File: config.mk
export PLATFORM = sky130hd
export DESIGN_NAME = instr_encoder
export DESIGN_NICKNAME = d
export VERILOG_FILES = /design/src/rtl/instr_encoder.sv
export SDC_FILE = /design/constraint.sdc
export NUM_CORES = 1
export LEC_CHECK = 0
export ABC_AREA = 1
export CORE_AREA = 2 2 66 130
export CTS_BUF_LIST = sky130_fd_sc_hd__clkbuf_8
export CTS_CLUSTER_DIAMETER = 120
export DETAILED_ROUTE_END_ITERATION = 8
export DIE_AREA = 0 0 68 132
export PLACE_DENSITY = 0.81
export SLEW_MARGIN = 20
export SYNTH_ARGS = -nofsm -noshare
export SYNTH_HDL_FRONTEND = slang
export SYNTH_SLANG_ARGS = --single-unit
File: constraint.sdc
create_clock -name clk -period 2.2 [get_ports clk]
set_clock_uncertainty 0.05 [all_clocks]
set_input_delay 0.33 -clock clk [delete_from_list [all_inputs] [get_ports clk]]
set_output_delay 0.33 -clock clk [all_outputs]
set_load 0.1 [all_outputs]
File: src/rtl/instr_encoder.sv
// LEGv8 instruction encoder / imem loader: range-checks the immediate, packs R/D/CB
// words and writes them to consecutive instruction-memory addresses.
module instr_encoder #(
    parameter int ADDR_W = 6
) (
    input  logic              clk,
    input  logic              reset,
    input  logic              start,
    input  logic              in_valid,
    output logic              in_ready,
    input  logic [1:0]        in_fmt,
    input  logic [10:0]       in_op,
    input  logic [4:0]        in_rd,
    input  logic [4:0]        in_rn,
    input  logic [4:0]        in_rm,
    input  logic [5:0]        in_shamt,
    input  logic [63:0]       in_imm,
    input  logic              in_last,
    output logic              wr_en,
    output logic [ADDR_W-1:0] wr_addr,
    output logic [31:0]       wr_data,
    output logic              busy,
    output logic              done,
    output logic              full,
    output logic              err,
    output logic [7:0]        err_count
);
    typedef enum logic [1:0] {IDLE, RUN, DONE} state_t;

    state_t            state_q, state_d;
    logic [ADDR_W-1:0] ptr_q, ptr_d, wr_addr_q, wr_addr_d;
    logic [31:0]       wr_data_q, wr_data_d;
    logic              wr_en_q, wr_en_d, full_q, full_d, err_q, err_d;
    logic [7:0]        err_cnt_q, err_cnt_d;
    logic              legal;
    logic [31:0]       word;

    // Immediate fits when every bit above the field's sign bit matches it.
    always_comb begin
        legal = 1'b0;
        word  = '0;
        unique case (in_fmt)
            2'b00: begin
                legal = 1'b1;
                word  = {in_op, in_rm, in_shamt, in_rn, in_rd};
            end
            2'b01: begin
                legal = (&in_imm[63:8]) | ~(|in_imm[63:8]);
                word  = {in_op, in_imm[8:0], 2'b00, in_rn, in_rd};
            end
            2'b10: begin
                legal = (&in_imm[63:18]) | ~(|in_imm[63:18]);
                word  = {in_op[10:3], in_imm[18:0], in_rd};
            end
            default: begin
                legal = 1'b0;
                word  = '0;
            end
        endcase
    end

    always_comb begin
        state_d   = state_q;
        ptr_d     = ptr_q;
        wr_addr_d = wr_addr_q;
        wr_data_d = wr_data_q;
        wr_en_d   = 1'b0;
        full_d    = full_q;
        err_d     = err_q;
        err_cnt_d = err_cnt_q;
        unique case (state_q)
            IDLE, DONE: begin
                if (start) begin
                    state_d   = RUN;
                    ptr_d     = '0;
                    full_d    = 1'b0;
                    err_d     = 1'b0;
                    err_cnt_d = '0;
                end
            end
            RUN: begin
                if (in_valid) begin
                    if (legal) begin
                        wr_en_d   = 1'b1;
                        wr_addr_d = ptr_q;
                        wr_data_d = word;
                        ptr_d     = ptr_q + 1'b1;
                        if (ptr_q == {ADDR_W{1'b1}}) begin
                            full_d  = 1'b1;
                            state_d = DONE;
                        end
                    end else begin
                        err_d = 1'b1;
                        if (err_cnt_q != 8'hFF) err_cnt_d = err_cnt_q + 8'd1;
                    end
                    if (in_last) state_d = DONE;
                end
            end
            default: state_d = IDLE;
        endcase
    end

    always_ff @(posedge clk) begin
        if (reset) begin
            state_q   <= IDLE;
            ptr_q     <= '0;
            wr_addr_q <= '0;
            wr_data_q <= '0;
            wr_en_q   <= 1'b0;
            full_q    <= 1'b0;
            err_q     <= 1'b0;
            err_cnt_q <= '0;
        end else begin
            state_q   <= state_d;
            ptr_q     <= ptr_d;
            wr_addr_q <= wr_addr_d;
            wr_data_q <= wr_data_d;
            wr_en_q   <= wr_en_d;
            full_q    <= full_d;
            err_q     <= err_d;
            err_cnt_q <= err_cnt_d;
        end
    end

    assign in_ready  = (state_q == RUN);
    assign busy      = (state_q == RUN);
    assign done      = (state_q == DONE);
    assign wr_en     = wr_en_q;
    assign wr_addr   = wr_addr_q;
    assign wr_data   = wr_data_q;
    assign full      = full_q;
    assign err       = err_q;
    assign err_count = err_cnt_q;
endmodule

==> results.yml <==
setup_path:
  r2r_slack_ns: 0.26
  reg2reg_from: "err_count[1]$_SDFFE_PP0P_"
  crit_path_max_fanout: 7
  startpoint: "in_imm[34]"
  r2r_cells: 10
  required_ns: 2.43
  critPathKind: "primary input to flip-flop"
  path_cells: "clkdlybuf4s50_1 -> nand2_1 -> nor2_2 -> nand4_1 -> nor2_1 -> nand2_1 -> nand2_1 -> nand2_2 -> nand2_4 -> nand3_4 -> nor2_4 -> buf_12 -> nand3_1 -> nand2_1"
  crit_path_end_kind: "flip-flop"
  timing.rr.end: "err_count[1]$_SDFFE_PP0P_"
  cpMostUsedCell: "nand2_1"
  cp_slowest_cell: "clkdlybuf4s50_1"
  cp.arrival_ns: 2.34
  worst-path-stages: 14
  cp-endpoint: "wr_data[24]$_SDFFE_PP0P_"
  startpoint_type: "primary input"
  cp_top_family: "simple AND/OR/NAND/NOR gates"
  crit_path_max_incr_delay_ns: 0.49
  crit_buf_inv: 2
clock_tree:
  cts.sinks: 57
  clock_path_buffers: 2
  hold_buffers: 0
  cts_tree: "done"
  clkTransAtPathRegs_ns: 0.06
  clk_latency_ns: 0.34
  numCtsBuffers: 9
  root_buffer: "clkbuf_8"
  htreeDepth: 3
flow_run:
  drv_cap: 0
power_and_ir_drop:
  intPower_mw: 1.889
  switching_share: 0.3327
  peakVddDrop_v: 0.0002990
  p_per_area_mw_per_mm2: 538.1
  power_frac_comb: 0.302
  switching_power_mw: 0.9419
  clkPwrFrac: 0.311
  pwr-share-seq: 0.386
  leakagePower_nw: 2.326
synthesis:
  synth_warnings: 0
  ys_seq_area_frac: 0.3519
  synth_edf_count: 0
  synth_area_per_cell_um2: 6.213
  netlist_area_mm2: 0.003243
  synthCells: 522
  synth_top_flop_cell: "dfxtp_1"
  ys_types: 28
  synth.top_cell.area_share: 0.3519
  yosysTopAreaCell: "dfxtp_1"
  ys_seq_elements: 57
  syn_nets: 627
  yosys-top-cells-area: "dfxtp_1, nand2_1, nor2_1"
  async_flop_share: 0
die:
  core_mm2: 0.007943
  die_h_um: 132
  dieArea_mm2: 0.008976
  rows: 46
  die_w_um: 68
  ios: 155
  start_util: 0.4083
detailed_routing:
  wirelength_um: 11090
  drc: 0
  firstDrtPassIters: 4
  viasPerCell: 5.142
  wl_per_cell_um: 13.85
  first_iter_violations: 286
  via_count: 4119
  ant_nets: 0
status:
  status: "finished, final reports clean"
layout:
  syn_to_final_growth_pct: 62.23
  seq_area_mm2: 0.001147
  fillerInstances: 765
  multiInputGateArea_mm2: 0.001863
  post-route-cell-area_mm2: 0.005261
  final_core_util: 0.6624
  nets: 806
  layout_common_cells: "nand2_1, nor2_1, clkdlybuf4s50_1, buf_4, nand3_1"
  mostFrequentLayoutCell: "nand2_1"
  layout.cells.non_filler: 801
  n_antenna_cell: 0
  final_layout_size_suffix_gt1_frac: 0.1887
timing:
  setup_viol: 0
  final.min_clock_period_ns: 2.105
  tightest_slew_ns: 0.6540
  worst_slew_margin_rel: 0.5624
  finalHoldViolations: 0
  final_max_slew_viol_count: 0
  tns_ns: 0
  post-route-period-util: 0.9567
  max_freq_ghz: 0.4751
global_routing:
  grt_overflow: 0
  grt_pass1_wl_um: 17200
  grt_max_degree: 34
  first_global_vias: 4092
  antenna_found_initial: 0
  gr-usage-all-layers: 0.2480
placed_design:
  place_congestion: 0.8630
  dpl-instance-area_mm2: 0.004923
  dp_hpwl_um: 8887
  port_buffers: 154
  dp.cells: 778
worst_hold_path:
  holdCritPathClass: "flip-flop to flip-flop"
==> worst register-to-register path, cell delays in order (launching register included) <==
cell     delay [ns]
dfxtp_2        0.36
ha_1           0.19
nand2_1        0.09
nor3_1         0.21
nand2_1        0.14
nor2_1         0.10
nand3_1        0.25
nand3_2        0.28
nand2_1        0.07
nand2_1        0.06
nor2_1         0.04
==> repair_timing <==
item,in CTS,in global routing
setup endpoints to repair,0,46
setup buffers,0,6
gates resized for setup,0,31
==> per-layer routing <==
metal,vias up,part of all wire,track usage
li1,2064,-,-
met1,1813,0.31,0.2150
met2,199,0.55,0.4520
met3,43,0.080,0.06917
met4,0,0.056,0.1733
met5,-,0,0
==> final cells by class <==
cell class              instances  share of cell area
multi-input cells             402              0.3541
inverters                      45             0.03210
clock buffers                  12             0.03139
flip-flops and latches         57              0.2181
well taps                      96             0.02283
repair buffers                186              0.3386
clock inverters                 3            0.002854
==> Yosys cell counts, types with 2 or more instances <==
cell and n:
nand4_1 15, nand3_1 60, xnor2_1 2, clkbuf_1 9, clkinv_1 3, buf_2 3, o22ai_1 4, nor2_1 109
nand2_2 2, nand2_1 126, nor3_1 4, inv_2 4, dfxtp_1 57, ha_1 2, buf_6 5, inv_1 38
o21ai_0 35, nor2_4 2, a21oi_1 23, nand3b_1 2, o21ai_1 10
==> cell families after synthesis <==
logic type / share of synthesized area
and+or+nand+nor: 0.4290
xor gates and xnor gates: 0.008103
adders and majority gates: 0.007715
buffers and inverters: 0.08680
DFF: 0.3519
AOI/OAI and AO/OA: 0.1165
==> metrics by stage <==
step                total power [mW]  hold slack [ns]  worst slack [ns]
floorplan                      1.594           0.4113           0.03065
global placement               1.940           0.4034           -0.2942
detailed placement             1.954           0.4060           -0.3157
CTS                            2.833           0.4147           0.04404
global route                   2.967           0.4336          -0.01926
finish                         2.831           0.4105           0.09527
==> power groups by stage <==
stage	Sequential (mW)	Clock, mW	Combinational (mW)
3_3_place_gp	1.11	0	0.826
2_1_floorplan	1.32	0	0.278
3_5_place_dp	1.12	0	0.838
4_1_cts	1.09	0.899	0.840
5_1_grt	1.10	0.952	0.918
6_report	1.09	0.882	0.856
==> state kept, by name (all words and copies together) (netlist names) <==
signal,count
wr_en,1
ptr_q,6
full,1
wr_data,32
err,1
wr_addr,6
state_q,2
err_count,8
==> worst min path at each step <==
stage,startpoint,endpoint,slack (ns),cells after the start
2_1_floorplan,in_rd[0],wr_data[0]$_SDFFE_PP0P_,0.41,2
3_3_place_gp,err$_SDFFE_PP0P_,err$_SDFFE_PP0P_,0.40,2
3_5_place_dp,err$_SDFFE_PP0P_,err$_SDFFE_PP0P_,0.41,2
4_1_cts,err$_SDFFE_PP0P_,err$_SDFFE_PP0P_,0.41,2
5_1_grt,err$_SDFFE_PP0P_,err$_SDFFE_PP0P_,0.43,2
6_report,err$_SDFFE_PP0P_,err$_SDFFE_PP0P_,0.41,2
No activity file was read; power rests on OpenSTA's default activity.
